File: config.mk
export PLATFORM = sky130hd
export DESIGN_NAME = ext_int_input_responder
export DESIGN_NICKNAME = d
export VERILOG_FILES = /design/src/rtl/io_map_pkg.sv /design/src/rtl/ext_int_sense.sv /design/src/rtl/ext_int_input_responder.sv
export SDC_FILE = /design/constraint.sdc
export NUM_CORES = 1
export LEC_CHECK = 0
export CORE_ASPECT_RATIO = 1.75
export CORE_MARGIN = 3
export CORE_UTILIZATION = 37
export CTS_BUF_LIST = sky130_fd_sc_hd__clkbuf_8
export DETAILED_ROUTE_END_ITERATION = 12
export GPL_ROUTABILITY_DRIVEN = 0
export HOLD_SLACK_MARGIN = 0.1
export PLACE_DENSITY = 0.83
export SETUP_SLACK_MARGIN = 0.02
export SKIP_LAST_GASP = 1
export SLEW_MARGIN = 30
export SYNTH_ARGS = -nofsm -noshare
export SYNTH_HDL_FRONTEND = slang
export SYNTH_HIERARCHICAL = 1
export SYNTH_SLANG_ARGS = --single-unit
File: constraint.sdc
create_clock -name clock -period 1.9 [get_ports clock]
set_input_delay 0.38 -clock clock [delete_from_list [all_inputs] [get_ports clock]]
set_output_delay 0.38 -clock clock [all_outputs]
set_load 0.01 [all_outputs]
File: src/rtl/io_map_pkg.sv
// Shared I/O map for the core's peripheral window: data-memory addresses
// (AVR I/O address 0x20+k maps to 14'h2000 + 4*k) and external-interrupt sense encodings.
package io_map_pkg;

    localparam logic [13:0] PINB_ADDR   = 14'h200C;
    localparam logic [13:0] PORTB_ADDR  = 14'h2014;
    localparam logic [13:0] PIND_ADDR   = 14'h2024;
    localparam logic [13:0] PORTD_ADDR  = 14'h202C;
    localparam logic [13:0] TIFR0_ADDR  = 14'h2054;
    localparam logic [13:0] EIFR_ADDR   = 14'h2070;
    localparam logic [13:0] EIMSK_ADDR  = 14'h2074;
    localparam logic [13:0] TCCR0A_ADDR = 14'h2090;
    localparam logic [13:0] TCCR0B_ADDR = 14'h2094;
    localparam logic [13:0] TCNT0_ADDR  = 14'h2098;
    localparam logic [13:0] OCR0A_ADDR  = 14'h209C;
    localparam logic [13:0] EICRA_ADDR  = 14'h2124;
    localparam logic [13:0] TIMSK0_ADDR = 14'h2138;

    localparam logic [1:0] ISC_LOW  = 2'b00;
    localparam logic [1:0] ISC_ANY  = 2'b01;
    localparam logic [1:0] ISC_FALL = 2'b10;
    localparam logic [1:0] ISC_RISE = 2'b11;

endpackage

File: src/rtl/ext_int_sense.sv
// One external-interrupt channel: edge/level detection, EIFR flag and registered request.
// Flag priority: level mode or mode change forces 0, then event sets, then W1C/ack clears.
module ext_int_sense
    import io_map_pkg::*;
(
    input  logic       clock,
    input  logic       reset,
    input  logic       pin_s,
    input  logic       pin_q,
    input  logic [1:0] mode,
    input  logic       clr,
    input  logic       ack,
    input  logic       flush,
    input  logic       mask,
    output logic       flag,
    output logic       request
);

    logic edge_event;

    always_comb begin
        edge_event = 1'b0;
        case (mode)
            ISC_ANY:  edge_event = pin_q ^ pin_s;
            ISC_FALL: edge_event = pin_q & ~pin_s;
            ISC_RISE: edge_event = ~pin_q & pin_s;
            default:  edge_event = 1'b0;
        endcase
    end

    always_ff @(posedge clock) begin
        if (reset) begin
            flag    <= 1'b0;
            request <= 1'b0;
        end else begin
            // A same-cycle EICRA write discards any event seen under the old mode.
            if (mode == ISC_LOW || flush)
                flag <= 1'b0;
            else if (edge_event)
                flag <= 1'b1;
            else if (clr || ack)
                flag <= 1'b0;

            if (mode == ISC_LOW)
                request <= ~pin_s & mask;
            else
                request <= flag & mask;
        end
    end

endmodule

File: src/rtl/ext_int_input_responder.sv
// PIND synchroniser, INT0/INT1 sensing, EICRA/EIFR registers and a 1-cycle-latency read port.
// Read data is registered; no backpressure, valid is a single-cycle beat per hit read.
module ext_int_input_responder
    import io_map_pkg::*;
#(
    parameter int          DATA_WIDTH   = 32,
    parameter int          ADDRESS_BITS = 32,
    parameter int          SYNC_STAGES  = 2,
    parameter logic [13:0] PIND_ADDR    = io_map_pkg::PIND_ADDR,
    parameter logic [13:0] EIFR_ADDR    = io_map_pkg::EIFR_ADDR,
    parameter logic [13:0] EICRA_ADDR   = io_map_pkg::EICRA_ADDR
) (
    input  logic                    clock,
    input  logic                    reset,
    input  logic [7:0]              PIND_in,
    input  logic [1:0]              EIMSK,
    input  logic                    d_mem_read,
    input  logic                    d_mem_write,
    input  logic [ADDRESS_BITS-1:0] d_mem_address_in,
    input  logic [DATA_WIDTH-1:0]   d_mem_data_in,
    input  logic [1:0]              int_ack,
    output logic                    io_hit,
    output logic                    io_valid,
    output logic [DATA_WIDTH-1:0]   io_data_out,
    output logic [1:0]              int_request
);

    logic [7:0]  sync_q [SYNC_STAGES];
    logic [7:0]  pin_s;
    logic [7:0]  pin_q;
    logic [3:0]  eicra;
    logic [1:0]  eifr;
    logic [13:0] addr;
    logic        eicra_wr;
    logic        eifr_wr;
    logic [7:0]  rd_byte;
    logic        unused_bits;

    assign addr        = d_mem_address_in[13:0];
    assign unused_bits = ^{d_mem_address_in[ADDRESS_BITS-1:14], d_mem_data_in[DATA_WIDTH-1:8]};

    // Pins idle high (active-low buttons), so the chain resets to all ones.
    generate
        for (genvar i = 0; i < SYNC_STAGES; i++) begin : g_sync
            always_ff @(posedge clock) begin
                if (reset)
                    sync_q[i] <= 8'hFF;
                else if (i == 0)
                    sync_q[i] <= PIND_in;
                else
                    sync_q[i] <= sync_q[(i == 0) ? 0 : i-1];
            end
        end
    endgenerate

    assign pin_s = sync_q[SYNC_STAGES-1];

    always_ff @(posedge clock) begin
        if (reset)
            pin_q <= 8'hFF;
        else
            pin_q <= pin_s;
    end

    assign eicra_wr = d_mem_write && (addr == EICRA_ADDR);
    assign eifr_wr  = d_mem_write && (addr == EIFR_ADDR);

    always_ff @(posedge clock) begin
        if (reset)
            eicra <= 4'h0;
        else if (eicra_wr)
            eicra <= d_mem_data_in[3:0];
    end

    ext_int_sense u_int0 (
        .clock   (clock),
        .reset   (reset),
        .pin_s   (pin_s[2]),
        .pin_q   (pin_q[2]),
        .mode    (eicra[1:0]),
        .clr     (eifr_wr & d_mem_data_in[0]),
        .ack     (int_ack[0]),
        .flush   (eicra_wr),
        .mask    (EIMSK[0]),
        .flag    (eifr[0]),
        .request (int_request[0])
    );

    ext_int_sense u_int1 (
        .clock   (clock),
        .reset   (reset),
        .pin_s   (pin_s[3]),
        .pin_q   (pin_q[3]),
        .mode    (eicra[3:2]),
        .clr     (eifr_wr & d_mem_data_in[1]),
        .ack     (int_ack[1]),
        .flush   (eicra_wr),
        .mask    (EIMSK[1]),
        .flag    (eifr[1]),
        .request (int_request[1])
    );

    assign io_hit = d_mem_read &&
                    ((addr == PIND_ADDR) || (addr == EIFR_ADDR) || (addr == EICRA_ADDR));

    always_comb begin
        rd_byte = 8'h00;
        if (addr == PIND_ADDR)
            rd_byte = pin_s;
        else if (addr == EIFR_ADDR)
            rd_byte = {6'b0, eifr};
        else if (addr == EICRA_ADDR)
            rd_byte = {4'b0, eicra};
    end

    always_ff @(posedge clock) begin
        if (reset) begin
            io_valid    <= 1'b0;
            io_data_out <= '0;
        end else begin
            io_valid <= io_hit;
            if (io_hit)
                io_data_out <= {{(DATA_WIDTH-8){1'b0}}, rd_byte};
        end
    end

endmodule

==> run_results.csv, run 1 <==
group,metric,value,unit
logic_synthesis,synth_sequential_area_ratio,40.5,%
clocking,cts_max_level,2,
power,leak,1.07,nW
power,p_per_area,651,mW/mm2
setup_path,r2r_slack,0.62,ns
final_layout,final_net_count,341,
final_layout,post_synthesis_to_final_layout_area_growth,43.4,%
logic_synthesis,synth-async-reset-ratio,0,%
sta,fin_crit_share,99.8,%
logic_synthesis,synth-edff-count,0,
logic_synthesis,synth-main-ff-cell,"dfxtp_1",
sta,timing.fmax,0.528,GHz
logic_synthesis,postSynthAreaPerCell,9.41,um2
detailed_routing,router_iterations_before_antenna_repair,4,
clocking,cts_hold_buf,0,
grt,grt_start_max_net_pins,37,
grt,antenna_violations_before_repair,0,
setup_path,cp_data_arrival_time,2.13,ns
detailed_routing,viasPerCell,4.86,
power,peakVddDrop,0.000421,V
place,dp.final_hpwl,3030,um
logic_synthesis,post_synth_num_cell_types,35,
place,placement.io_buffers,45,
sta,setup_viol_count_final,0,
setup_path,cp_data_required_time,2.13,ns
clocking,clkLatencyLatePin,0.28,ns
sta,hold_viol,0,
floorplanning,start_util,39.0,%
floorplanning,fp.coreArea,0.00444,mm2
setup_path,criticalPathCategory,"primary input to flop",
logic_synthesis,synthesis.area,0.00173,mm2
final_layout,final_layout_size_suffix_gt1_share,28.7,%
logic_synthesis,synthesis.yosys.warnings,6,
hold_path,hold_path.class,"flop to flop",
logic_synthesis,synth_seq_cells,35,
final_layout,mostFrequentLayoutCells,"dfxtp_1 (35), clkdlybuf4s50_1 (34), buf_4 (26)",
detailed_routing,route.vias.total,1502,
setup_path,worst_setup_path_start_kind,"primary input",
setup_path,end_kind,"flop",
floorplanning,die_height,96.5,um
sta,period_minus_slack,1.90,ns
detailed_routing,post_detailed_routing_wire_length,4030,um
sta,worst_hold_slack_after_final_layout,0.407,ns
clocking,clock_tree.buffer_depth,2,
power,power_total,0.00162,W
final_layout,final_common_cell,"dfxtp_1",
floorplanning,ios,116,
sta,report.final.slew_viol_count,0,
setup_path,crit_fanout,4,
grt,global_route.overflow_total,0,
floorplanning,dieArea,0.00557,mm2
final_layout,antennaDiodeCount,0,
clocking,sinks_on_clock_net,35,
clocking,cts.reportedPaths.clkPinSlew,0.07,ns
detailed_routing,routed_wire_length_per_instance,13.0,um
detailed_routing,drc,0,
grt,via_count_of_the_first_global_routing_pass,1460,
clocking,clk_root_buf,"clkbuf_8",
floorplanning,floorplan.die.width,57.7,um
detailed_routing,drt_iter0_markers,24,
floorplanning,placement_rows,32,
run_status,run_status,"finished, final reports clean",
sta,clock-skew-final,0.00642,ns
final_layout,utilization,55.9,%
clocking,clock_tree_from_tritoncts,"done",
logic_synthesis,cells_after_synth,184,
detailed_routing,drtAntennaViolNets,0,
clocking,cts_inserted_buffers,5,
run,cap_violations,0,
grt,grt_pass1_wl,6180,um
grt,groute.usage.overall,14.3,%
[path summary, 6_finish.rpt]
path	start	to	cells after the start
worst max-delay path	d_mem_address_in[11]	u_int1/flag	9
worst min-delay path	sync_q[0][1]	sync_q[1][1]	1
worst max register to register	sync_q[1][2]	u_int0/flag	4
worst min register to register	sync_q[0][1]	sync_q[1][1]	1
[sequential cells by signal, indices dropped and copies added (netlist names)]
signal / flops
u_int1/flag: 1
pin_q: 2
sync_q: 16
eicra: 4
u_int0/request: 1
io_valid: 1
u_int1/request: 1
u_int0/flag: 1
io_data_out: 8
[power breakdown]
group          switching [W]  internal [W]  leakage, nW
logic              0.0000853      0.000114        0.728
registers         0.00000629      0.000751        0.286
clock network       0.000271      0.000390       0.0581
[per-layer routing]
| layer | GRT usage, % | wire length [um] | up-vias | share of wire [%] |
|---|---|---|---|---|
| li1 | - | - | 734 | - |
| met3 | 2.79 | 315 | 15 | 7.8 |
| met1 | 14.6 | 1440 | 684 | 36 |
| met5 | 0 | 0 | - | 0 |
| met2 | 26.1 | 2090 | 69 | 52 |
| met4 | 9.09 | 177 | 0 | 4.4 |
[cell families after synthesis]
logic type,Yosys count,share of synthesized area [%]
AOI/OAI and AO/OA,36,14.2
adders and majority gates,4,2.89
buffers and inverters,35,13.0
DFF,35,40.5
muxes,2,1.30
other,1,0.217
and+or+nand+nor,71,28.0
[critical path: stages]
cell and delay (ns):
clkdlybuf4s50_1 0.51, nor2_2 0.05, buf_4 0.14, nand2_1 0.11
nor3_2 0.06, and2_1 0.15, or3b_4 0.39, a21oi_2 0.17
and3_1 0.17
[metrics by stage]
stage / setup WS, ns / std cells / setup TNS, ns / instance area (um2)
5_1_grt: -0.0256 / 309 / -0.0256 / 2480
4_1_cts: -0.00844 / 308 / -0.00844 / 2450
2_1_floorplan: 0.265 / 207 / 0 / 1820
6_report: 0.00443 / 309 / 0 / 2480
3_3_place_gp: -0.455 / 298 / -1.59 / 2320
3_5_place_dp: -0.467 / 298 / -1.92 / 2320
[what timing repair did]
| item | CTS | global route |
|---|---|---|
| gates resized for setup | 13 | 8 |
| setup buffers | 2 | 1 |
| cloned | 0 | 0 |
| pin swaps | 8 | 4 |
| setup endpoints to repair | 3 | 3 |
[synth_stat cells (2+ instances only)]
| master | count | area share [%] |
|---|---|---|
| o2111ai_1 | 4 | 2.0 |
| or3b_1 | 2 | 1.0 |
| and2_1 | 2 | 0.72 |
| ha_1 | 4 | 2.9 |
| or2b_1 | 2 | 0.87 |
| a31o_1 | 4 | 2.0 |
| nand2_1 | 5 | 1.1 |
| inv_1 | 6 | 1.3 |
| a21oi_1 | 16 | 4.6 |
| nand4_1 | 3 | 1.1 |
| and3_1 | 3 | 1.1 |
| a2111oi_2 | 2 | 1.7 |
| buf_4 | 25 | 11 |
| nand3_1 | 5 | 1.4 |
| nand2b_1 | 4 | 1.4 |
| nor3_1 | 4 | 1.2 |
| nor2_1 | 11 | 2.4 |
| and4_1 | 3 | 1.5 |
| nor3b_2 | 2 | 1.4 |
| mux2_2 | 2 | 1.3 |
| clkbuf_1 | 4 | 0.87 |
| o21ai_0 | 2 | 0.58 |
| or2_2 | 18 | 6.5 |
| dfxtp_1 | 35 | 40 |
| o21ai_1 | 6 | 1.7 |
[area by class of cell]
type	instances	area, um2
tap	51	63.8
inverter	6	22.5
sequential	35	701
timing repair buffer	72	663
clock buffer	5	68.8
clock inverter	3	43.8
fill	379	1960
multi-input combinational	137	921
No activity file was read; power rests on OpenSTA's default activity.
==> run 2: changes to the inputs <==
- CORE_UTILIZATION: 37 -> 36
- CTS_BUF_LIST: sky130_fd_sc_hd__clkbuf_8 -> not set
- GPL_TIMING_DRIVEN: not set -> 0
- PLACE_DENSITY: 0.83 -> 0.81
==> run 2 against run 1 <==
Non-clock buffer count is 8 higher. Utilization is 1.1 points higher. Maximum frequency is 2.7% higher. Die area is 2.5% higher. Critical endpoint is now io_hit.
==> run_results.csv, run 2 (synthesis results as in run 1) <==
group,metric,value,unit
clocking,clk_root_buf,"clkbuf_8",
detailed_routing,routed_wire_length_per_instance,12.5,um
setup_path,cp_data_required_time,1.52,ns
final_layout,final_net_count,349,
hold_path,timing.hold.worst.start,"sync_q[0][7]",
clocking,clock_tree_from_tritoncts,"done",
power,peakVddDrop,0.000665,V
place,placement.io_buffers,45,
detailed_routing,met3_length,314,um
grt,antenna_violations_before_repair,0,
floorplanning,floorplan.die.width,58.4,um
sta,hold_viol,0,
setup_path,cp_data_arrival_time,1.47,ns
floorplanning,die_height,97.7,um
detailed_routing,drtAntennaViolNets,0,
setup_path,worst_setup_path_start_kind,"primary input",
final_layout,largest_register,"sync_q",
clocking,sinks_on_clock_net,35,
sta,final.setup.worst_slack,0.0537,ns
clocking,cts_max_level,2,
clocking,cts_inserted_buffers,5,
final_layout,final_layout_size_suffix_gt1_share,32.0,%
final_layout,post_synthesis_to_final_layout_area_growth,49.0,%
sta,fin_crit_share,97.2,%
floorplanning,ios,116,
grt,grt_pass1_wl,6780,um
clocking,cts_hold_buf,0,
final_layout,mostFrequentLayoutCells,"dfxtp_1 (35), buf_4 (32), clkdlybuf4s50_1 (32)",
hold_path,hold_path.class,"flop to flop",
final_layout,layoutNonFillerInstCount,317,
sta,timing.setup.tns,0,ns
grt,via_count_of_the_first_global_routing_pass,1534,
grt,groute.usage.overall,15.2,%
setup_path,critical_path.startpoint,"d_mem_address_in[3]",
final_layout,final_common_cell,"dfxtp_1",
setup_path,worst-r2r-cell-count,4,
final_layout,antennaDiodeCount,0,
clocking,clock_tree.buffer_depth,2,
floorplanning,placement_rows,32,
detailed_routing,routed.top_layer,"met4",
place,dp.final_hpwl,3080,um
setup_path,crit_fanout,3,
power,p_per_area,679,mW/mm2
clocking,cts.reportedPaths.clkPinSlew,0.07,ns
detailed_routing,route.vias.total,1507,
sta,report.final.slew_viol_count,0,
hold_path,whs_path_depth,1,
power,leak,1.17,nW
sta,setup_viol_count_final,0,
floorplanning,dieArea,0.00571,mm2
sta,timing.fmax,0.542,GHz
final_layout,flip_flop_count_of_the_largest_register_after_layout,16,
final_layout,utilization,57.0,%
final_layout,registers_with_the_most_flip_flops,"sync_q (16), io_data_out (8), eicra (4)",
detailed_routing,drt_iter0_markers,61,
detailed_routing,viasPerCell,4.75,
setup_path,r2r_slack,0.69,ns
sta,grt_setup_unrepaired,"no",
detailed_routing,detailroute.wirelength.met2,2110,um
floorplanning,start_util,38.3,%
grt,grt_start_max_net_pins,12,
setup_path,criticalPathCategory,"primary input to output pin",
setup_path,critical_path.reg2reg.endpoint,"u_int0/flag",
grt,global_route.overflow_total,0,
sta,worst_hold_slack_after_final_layout,0.405,ns
run_status,run_status,"finished, final reports clean",
setup_path,end_kind,"output pin",
sta,period_minus_slack,1.85,ns
detailed_routing,wirelength_met1,1370,um
detailed_routing,post_detailed_routing_wire_length,3980,um
place,dp.cells,303,
clocking,clkLatencyLatePin,0.28,ns
floorplanning,fp.coreArea,0.00452,mm2
detailed_routing,router_iterations_before_antenna_repair,4,
detailed_routing,drc,0,
hold_path,min_to,"sync_q[1][7]",
run,cap_violations,0,
setup_path,reg2reg_from,"sync_q[1][2]",
place,placement.setup.worst_slack,-0.710,ns
sta,clock-skew-final,0.00328,ns
## run 2: cell types whose count changed in the layout (fill, tap and decap cells not counted), moves of 2 or more
| cell | previous run | this run |
|---|---|---|
| buf_4 | 26 | 32 |
| dlymetal6s2s_1 | 4 | 7 |
| clkbuf_1 | 0 | 2 |
| clkbuf_2 | 0 | 2 |
| clkdlybuf4s50_1 | 34 | 32 |
| nand2_1 | 4 | 2 |
| nand2_2 | 1 | 3 |
| nor2_1 | 10 | 8 |
| nor2_4 | 0 | 2 |
## run 2: report_power, final
group / leakage (nW) / switching [W] / internal (W)
logic: 0.817 / 0.0000913 / 0.000127
registers: 0.286 / 0.00000624 / 0.000751
clock network: 0.0654 / 0.000252 / 0.000524
## run 2: area by class of cell
type	instances	area (um2)
fill	395	1940
multi-input combinational	137	943
sequential	35	701
timing repair buffer	52	515
buffer	28	201
clock buffer	6	72.6
tap	51	63.8
clock inverter	2	60.1
inverter	6	22.5
## run 2: through the flow
step | total power, W | instance area [um2]
detailed placement | 0.000982 | 2330
floorplan | 0.000884 | 1820
finish | 0.00175 | 2580
CTS | 0.00176 | 2530
global placement | 0.000978 | 2330
global route | 0.00182 | 2580
## run 2: repair_timing
item | 4_1_cts | 5_1_grt
buffers inserted | 5 | 2
endpoints found under the setup margin | 3 | 23
gates resized for setup | 18 | 17
pin swaps | 6 | 5
## run 2: critical path, cell delays in order
cell	delay, ns
clkdlybuf4s50_1	0.42
nor2_2	0.17
nand4_1	0.19
nor2_4	0.18
buf_6	0.11
## run 2: per-layer routing
metal  vias to the layer above  track usage (%)
li1                        752                -
met1                       673             15.7
met2                        71             26.6
met3                        11             2.78
met4                         0             10.0
met5                         -                0
## run 2: how the worst max path moves through the flow
stage                  end
2_1_floorplan  u_int0/flag
3_3_place_gp        io_hit
3_5_place_dp        io_hit
4_1_cts             io_hit
5_1_grt             io_hit
6_report            io_hit
